### src/rtl/avst_video_pkg.sv
// Shared types and constants for the Avalon-ST video packet format
// (3 symbols x 8 bits per beat).
package avst_video_pkg;

  localparam logic [3:0] PKT_VIDEO = 4'h0;
  localparam logic [3:0] PKT_CTRL  = 4'hF;

  typedef enum logic [1:0] {
    IDLE,
    CTRL,
    VIDEO,
    DROP
  } rx_state_t;

  typedef struct packed {
    logic [15:0] width;
    logic [15:0] height;
    logic [3:0]  interlace;
  } vid_geom_t;

endpackage

### src/rtl/avst_ctrl_decode.sv
// Combinational unpack of the three control-packet payload beats into a geometry
// record. Only the low nibble of each symbol carries information.
module avst_ctrl_decode
  import avst_video_pkg::*;
(
  input  logic [23:0] b1_i,
  input  logic [23:0] b2_i,
  input  logic [23:0] b3_i,
  output vid_geom_t   geom_o
);

  logic unused_hi;

  assign geom_o.width     = {b1_i[3:0], b1_i[11:8], b1_i[19:16], b2_i[3:0]};
  assign geom_o.height    = {b2_i[11:8], b2_i[19:16], b3_i[3:0], b3_i[11:8]};
  assign geom_o.interlace = b3_i[19:16];

  // High nibbles of every symbol are padding in this packet format.
  assign unused_hi = ^{b1_i[23:20], b1_i[15:12], b1_i[7:4],
                       b2_i[23:20], b2_i[15:12], b2_i[7:4],
                       b3_i[23:20], b3_i[15:12], b3_i[7:4]};

endmodule

### src/rtl/avst_video_rx_parser.sv
// Avalon-ST video sink: decodes control packets, checks video packets against the
// decoded geometry and forwards pixels through a single output register stage.
module avst_video_rx_parser
  import avst_video_pkg::*;
#(
  parameter int BITS_PER_SYMBOL  = 8,
  parameter int SYMBOLS_PER_BEAT = 3,
  localparam int DW = BITS_PER_SYMBOL * SYMBOLS_PER_BEAT
) (
  input  logic          clk_i,
  input  logic          rst_i,
  output logic          avst_din_ready_o,
  input  logic          avst_din_valid_i,
  input  logic          avst_din_sop_i,
  input  logic          avst_din_eop_i,
  input  logic [DW-1:0] avst_din_data_i,
  output logic          pix_valid_o,
  input  logic          pix_ready_i,
  output logic [DW-1:0] pix_data_o,
  output logic          pix_sof_o,
  output logic          pix_eol_o,
  output logic          pix_eof_o,
  output logic [15:0]   width_o,
  output logic [15:0]   height_o,
  output logic [3:0]    interlace_o,
  output logic          ctrl_valid_o,
  output logic          ctrl_err_o,
  output logic          short_err_o,
  output logic          long_err_o,
  output logic          sop_err_o,
  output logic [15:0]   frame_cnt_o
);

  rx_state_t     state_q, state_d;
  logic [1:0]    cbeat_q, cbeat_d;
  logic [DW-1:0] b1_q, b1_d, b2_q, b2_d;
  vid_geom_t     geom_q, geom_d, dec_geom;
  logic          gvld_q, gvld_d;
  logic [15:0]   fw_q, fw_d, fh_q, fh_d, x_q, x_d, y_q, y_d;
  logic          fgv_q, fgv_d, first_q, first_d, past_q, past_d, longed_q, longed_d;
  logic          pvld_q, pvld_d, sof_q, sof_d, eol_q, eol_d, eof_q, eof_d;
  logic [DW-1:0] pdata_q, pdata_d;
  logic          cvld_q, cvld_d, cerr_q, cerr_d, short_q, short_d;
  logic          long_q, long_d, soperr_q, soperr_d;
  logic [15:0]   cnt_q, cnt_d;
  logic          acc, px_eol, geo_eof;

  avst_ctrl_decode u_dec (
    .b1_i   (b1_q),
    .b2_i   (b2_q),
    .b3_i   (avst_din_data_i),
    .geom_o (dec_geom)
  );

  assign avst_din_ready_o = (state_q == VIDEO) ? (!pvld_q || pix_ready_i) : 1'b1;
  assign acc              = avst_din_valid_i && avst_din_ready_o;
  // Without committed geometry the packet boundary alone marks line and frame end.
  assign px_eol  = fgv_q ? (x_q == fw_q - 16'd1) : avst_din_eop_i;
  assign geo_eof = fgv_q ? (px_eol && (y_q == fh_q - 16'd1)) : avst_din_eop_i;

  always_comb begin
    state_d  = state_q;
    cbeat_d  = cbeat_q;
    b1_d     = b1_q;
    b2_d     = b2_q;
    geom_d   = geom_q;
    gvld_d   = gvld_q;
    fw_d     = fw_q;
    fh_d     = fh_q;
    fgv_d    = fgv_q;
    x_d      = x_q;
    y_d      = y_q;
    first_d  = first_q;
    past_d   = past_q;
    longed_d = longed_q;
    pvld_d   = pvld_q && !pix_ready_i;
    pdata_d  = pdata_q;
    sof_d    = sof_q;
    eol_d    = eol_q;
    eof_d    = eof_q;
    cvld_d   = 1'b0;
    cerr_d   = 1'b0;
    short_d  = 1'b0;
    long_d   = 1'b0;
    soperr_d = 1'b0;
    cnt_d    = cnt_q;
    if (acc) begin
      if (avst_din_sop_i) begin
        soperr_d = (state_q != IDLE);
        cbeat_d  = 2'd0;
        x_d      = 16'd0;
        y_d      = 16'd0;
        first_d  = 1'b1;
        past_d   = 1'b0;
        longed_d = 1'b0;
        fw_d     = geom_q.width;
        fh_d     = geom_q.height;
        fgv_d    = gvld_q;
        case (avst_din_data_i[3:0])
          PKT_CTRL:  state_d = CTRL;
          PKT_VIDEO: state_d = VIDEO;
          default:   state_d = DROP;
        endcase
      end else begin
        case (state_q)
          CTRL: begin
            if (cbeat_q == 2'd0) b1_d = avst_din_data_i;
            if (cbeat_q == 2'd1) b2_d = avst_din_data_i;
            if (cbeat_q == 2'd2) begin
              if (avst_din_eop_i && dec_geom.width != 16'd0 && dec_geom.height != 16'd0) begin
                geom_d = dec_geom;
                gvld_d = 1'b1;
                cvld_d = 1'b1;
              end else begin
                cerr_d = 1'b1;
              end
              state_d = avst_din_eop_i ? IDLE : DROP;
            end else if (avst_din_eop_i) begin
              cerr_d  = 1'b1;
              state_d = IDLE;
            end
            cbeat_d = cbeat_q + 2'd1;
          end
          VIDEO: begin
            if (past_q) begin
              if (!longed_q) begin
                long_d   = 1'b1;
                longed_d = 1'b1;
              end
              if (avst_din_eop_i) state_d = IDLE;
            end else begin
              pvld_d  = 1'b1;
              pdata_d = avst_din_data_i;
              sof_d   = first_q;
              eol_d   = px_eol;
              eof_d   = geo_eof || avst_din_eop_i;
              first_d = 1'b0;
              if (px_eol) begin
                x_d = 16'd0;
                y_d = y_q + 16'd1;
              end else begin
                x_d = x_q + 16'd1;
              end
              if (avst_din_eop_i) begin
                state_d = IDLE;
                if (geo_eof) cnt_d = cnt_q + 16'd1;
                else         short_d = 1'b1;
              end else if (geo_eof) begin
                past_d = 1'b1;
              end
            end
          end
          DROP: if (avst_din_eop_i) state_d = IDLE;
          default: ;
        endcase
      end
    end
  end

  always_ff @(posedge clk_i) begin
    if (rst_i) begin
      state_q  <= IDLE;
      cbeat_q  <= 2'd0;
      geom_q   <= '0;
      gvld_q   <= 1'b0;
      fgv_q    <= 1'b0;
      x_q      <= 16'd0;
      y_q      <= 16'd0;
      first_q  <= 1'b0;
      past_q   <= 1'b0;
      longed_q <= 1'b0;
      pvld_q   <= 1'b0;
      sof_q    <= 1'b0;
      eol_q    <= 1'b0;
      eof_q    <= 1'b0;
      cvld_q   <= 1'b0;
      cerr_q   <= 1'b0;
      short_q  <= 1'b0;
      long_q   <= 1'b0;
      soperr_q <= 1'b0;
      cnt_q    <= 16'd0;
    end else begin
      state_q  <= state_d;
      cbeat_q  <= cbeat_d;
      geom_q   <= geom_d;
      gvld_q   <= gvld_d;
      fgv_q    <= fgv_d;
      x_q      <= x_d;
      y_q      <= y_d;
      first_q  <= first_d;
      past_q   <= past_d;
      longed_q <= longed_d;
      pvld_q   <= pvld_d;
      sof_q    <= sof_d;
      eol_q    <= eol_d;
      eof_q    <= eof_d;
      cvld_q   <= cvld_d;
      cerr_q   <= cerr_d;
      short_q  <= short_d;
      long_q   <= long_d;
      soperr_q <= soperr_d;
      cnt_q    <= cnt_d;
    end
  end

  always_ff @(posedge clk_i) begin
    b1_q    <= b1_d;
    b2_q    <= b2_d;
    fw_q    <= fw_d;
    fh_q    <= fh_d;
    pdata_q <= pdata_d;
  end

  assign pix_valid_o  = pvld_q;
  assign pix_data_o   = pdata_q;
  assign pix_sof_o    = sof_q;
  assign pix_eol_o    = eol_q;
  assign pix_eof_o    = eof_q;
  assign width_o      = geom_q.width;
  assign height_o     = geom_q.height;
  assign interlace_o  = geom_q.interlace;
  assign ctrl_valid_o = cvld_q;
  assign ctrl_err_o   = cerr_q;
  assign short_err_o  = short_q;
  assign long_err_o   = long_q;
  assign sop_err_o    = soperr_q;
  assign frame_cnt_o  = cnt_q;

endmodule

### config.mk
export PLATFORM = sky130hd
export DESIGN_NAME = avst_video_rx_parser
export DESIGN_NICKNAME = d
export VERILOG_FILES = /design/src/rtl/avst_video_pkg.sv /design/src/rtl/avst_ctrl_decode.sv /design/src/rtl/avst_video_rx_parser.sv
export SDC_FILE = /design/constraint.sdc
export NUM_CORES = 1
export LEC_CHECK = 0
export CORE_MARGIN = 2
export CORE_UTILIZATION = 45
export CTS_BUF_LIST = sky130_fd_sc_hd__clkbuf_16
export DETAILED_ROUTE_END_ITERATION = 10
export GPL_TIMING_DRIVEN = 0
export PLACE_DENSITY = 0.8
export SLEW_MARGIN = 0
export SYNTH_ARGS = -nofsm -noshare
export SYNTH_HDL_FRONTEND = slang
export SYNTH_SLANG_ARGS = --single-unit
### constraint.sdc
create_clock -name clk_i -period 9.95 [get_ports clk_i]
set_clock_uncertainty 0.1 [all_clocks]
set_input_delay 1.99 -clock clk_i [delete_from_list [all_inputs] [get_ports clk_i]]
set_output_delay 1.99 -clock clk_i [all_outputs]
set_load 0.01 [all_outputs]
==> results of run 1 <==
[where the power goes]
group | internal (mW) | switching, mW
clock | 0.372 | 0.337
combinational | 0.0280 | 0.0411
sequential | 0.786 | 0.00842
[flip-flops by register name (all words and copies together), names as in the netlist, 2 cells and up]
name / cells
interlace_o: 4
width_o: 16
cbeat_q: 2
b1_q: 12
y_q: 16
b2_q: 12
pix_data_o: 24
x_q: 16
frame_cnt_o: 16
fw_q: 16
fh_q: 16
state_q: 2
height_o: 16
[cell type report]
cell class / instances / area [sq um] / area share, %
Tap cell: 225 / 281.5 / 2.792
Clock inverter: 15 / 215.2 / 2.134
Buffer: 33 / 137.6 / 1.365
Sequential cell: 182 / 4444 / 44.07
Multi-Input combinational cell: 503 / 3324 / 32.97
Timing Repair Buffer: 116 / 1181 / 11.71
Clock buffer: 17 / 425.4 / 4.218
Inverter: 20 / 75.07 / 0.7444
[cell families after synthesis]
group | count (synthesis) | share of synthesized area [%]
muxes | 49 | 6.196
DFF | 182 | 55.72
and+or+nand+nor | 281 | 19.39
AOI/OAI and AO/OA | 116 | 9.396
adders and majority gates | 8 | 1.255
buffers and inverters | 53 | 2.667
xor gates and xnor gates | 49 | 5.380
[per-layer routing]
| metal | vias to the layer above | global-route usage, % | routed length [um] |
|---|---|---|---|
| met2 | 193 | 34.41 | 9393 |
| met1 | 2999 | 26.48 | 8207 |
| met4 | 0 | 7.274 | 364 |
| met5 | - | 0 | 0 |
| met3 | 29 | 5.593 | 1230 |
| li1 | 3039 | - | - |
[synthesized netlist by cell type (6+ instances only)]
master	number
nor2_1	85
inv_1	20
clkbuf_1	22
nor3_1	10
xnor2_1	22
and3_1	14
o21ai_0	16
nand4_1	18
xor2_1	27
ha_1	8
nand2_1	34
nor2b_1	10
nand3_1	25
a31oi_1	6
edfxtp_1	80
or4_1	26
o31ai_1	26
dfxtp_1	102
or3_1	6
nor4_1	16
a21oi_1	42
mux2i_1	46
[how the worst min path moves through the flow]
stage	start	to	slack [ns]	cells past startpoint
2_1_floorplan	longed_q	long_err_o	0.30	1
3_3_place_gp	longed_q	long_err_o	0.32	1
3_5_place_dp	longed_q	long_err_o	0.32	1
4_1_cts	longed_q	long_err_o	0.33	1
5_1_grt	longed_q	long_err_o	0.35	1
6_report	longed_q	long_err_o	0.34	1
[per-stage QoR]
| stage | power (mW) | instances | worst slack [ns] | util [%] |
|---|---|---|---|---|
| after global routing | 1.618 | 1111 | 4.535 | 58.30 |
| after floorplan | 0.8452 | 738 | 4.111 | - |
| after detailed placement | 0.8788 | 1078 | 4.072 | 54.44 |
| final | 1.573 | 1111 | 4.596 | 58.30 |
| after global placement | 0.8767 | 1076 | 2.270 | 54.28 |
| after CTS | 1.576 | 1110 | 4.536 | 58.15 |
==> flow_summary_export.csv, run 1 <==
group,metric,value,unit
run_status,status,"finished clean",
detailed_routing,drt_iter0_markers,384,
critical_path,critPathMaxFanout,4,
clock_tree,worstSkewPairLatency,0.44,ns
sta,finalSetupTns,0,ns
sta,fin_crit,5.354,ns
floorplanning,core_area,17300,sq um
finish,nNetsFinal,911,
critical_path,worstSetupPathDepth,3,
yosys,synthCells,738,
pwr,ir_drop,144.7,uV
placement,place_congestion,0.9105,
critical_path,crit_start,"pix_ready_i",
critical_path,critical_path.endpoint,"avst_din_ready_o",
floorplanning,row_count,48,
sta,worstMarginPinSlew,0.7401,ns
floorplanning,die_w,137.1,um
finish,syn_to_final_growth,26.43,%
sta,final.period_utilization,53.81,%
clock_tree,cts_tree,"built",
global_route,grt-ovfl-total,0,
detailed_routing,post_drt_wl_per_cell,17.28,um
yosys,ys_seq_area_share,55.72,%
critical_path,reg2regPathDepth,12,
finish,drive_gt1_share,6.321,%
clock_tree,clkTransAtPathRegs,0.07,ns
sta,hold_viol_final,0,
clock_tree,root_buffer,"clkbuf_16",
detailed_routing,drc,0,
critical_path,critPathKind,"in -> out",
floorplanning,ios,116,
placement,port_buffers,113,
critical_path,startpoint_type,"primary input",
yosys,synth-seq-cells,182,
clock_tree,cts_buffer_depth,2,
global_route,grt_first_pass_wirelength,30240,um
floorplanning,dieHeight,137.1,um
detailed_routing,drtPass1Iterations,5,
sta,max_slew_margin,50.66,%
finish,final_cell_mix,"clkdlybuf4s50_1 (113), dfxtp_1 (102), nor2_1 (85), edfxtp_1 (80), mux2i_1 (46)",
global_route,grt_max_degree,38,
yosys,synth-edff-count,80,
yosys,synth.area.top_cells,"edfxtp_1 (30%), dfxtp_1 (26%), mux2i_1 (5.8%)",
pwr,power_density,156.0,nW/um^2
yosys,synth_top_cell_area_share,30.12,%
critical_path,cpLargestDelayFamily,"buffers and inverters",
clock_tree,htreeDepth,4,
critical_path,endpoint_kind,"output pin",
global_route,antenna_found_initial,0,
critical_path,slowest_stage,"clkdlybuf4s50_1",
yosys,avgSynthCellArea,10.81,sq um
placement,dp_hpwl,13970,um
run,maxCapViolCount,0,
sta,max_freq,0.1868,GHz
sta,setup_viol,0,
critical_path,required,7.86,ns
finish,design_area,10080,sq um
pwr,p_leak,3.667,nW
yosys,yosysTopAreaCell,"edfxtp_1",
clock_tree,cts_setup_buffers,0,
clock_tree,cts.sinks,182,
detailed_routing,ant_nets,0,
detailed_routing,viasPerCell,5.635,
finish,final_common_cell,"clkdlybuf4s50_1",
clock_tree,cts_made_buffers,17,
floorplanning,initial_core_util,46.12,%
sta,report.final.slew_viol_count,0,
critical_path,path_cells,"clkdlybuf4s50_1 -> nand4bb_1 -> clkdlybuf4s50_1",
critical_path,r2r_end,"x_q[0]",
yosys,async_flop_share,0,%
clock_tree,holdBufCountCts,0,
detailed_routing,wl,19190,um
clock_tree,ctsResizeCount,0,
sta,holdWs,0.3351,ns
yosys,yosys_warnings,0,
yosys,yosysUniqueCellTypes,66,
critical_path,worst_path_most_repeated_cell,"clkdlybuf4s50_1",
floorplanning,dieArea,18810,sq um
finish,fillCellCount,1411,
global_route,grt_use_total,20.87,%
critical_path,r2r_start,"fw_q[0]",
global_route,grt_pass1_vias,5879,
critical_path,reg2reg_slack,5.81,ns
critical_path,cpPeakStageDelay,0.57,ns
yosys,netlist_area,7976,sq um
min_path,hp-class,"reg -> reg",
yosys,synth_fp_nets,776,
placement,place_area,9417,sq um
yosys,ys.flop_type,"dfxtp_1",
critical_path,worst_ep_arrival_time,3.26,ns
sta,rsz0062_at_grt,"no",
critical_path,path_buf_inv,2,
detailed_routing,dr_total_vias,6260,
finish,diodes,0,
Power figures use the tool's default switching activity.
==> inputs of run 2 (changes only) <==
clock period = 5.4 ns   (was 9.95 ns; I/O delays follow)
==> results of run 2 <==
Same layout as run 1 (identical final DEF). Status: finished clean.
Main changes from that run: setup slack after placement 4.072 ns -> 0.4316 ns; setup slack after layout 4.596 ns -> 1.196 ns; start point of the critical path pix_ready_i -> avst_din_data_i[1]; end point of the critical path avst_din_ready_o -> width_o[0]; register-to-register setup slack 5.81 ns -> 1.26 ns; total power 1.573 mW -> 2.898 mW; worst IR drop on VDD 144.7 uV -> 266.7 uV
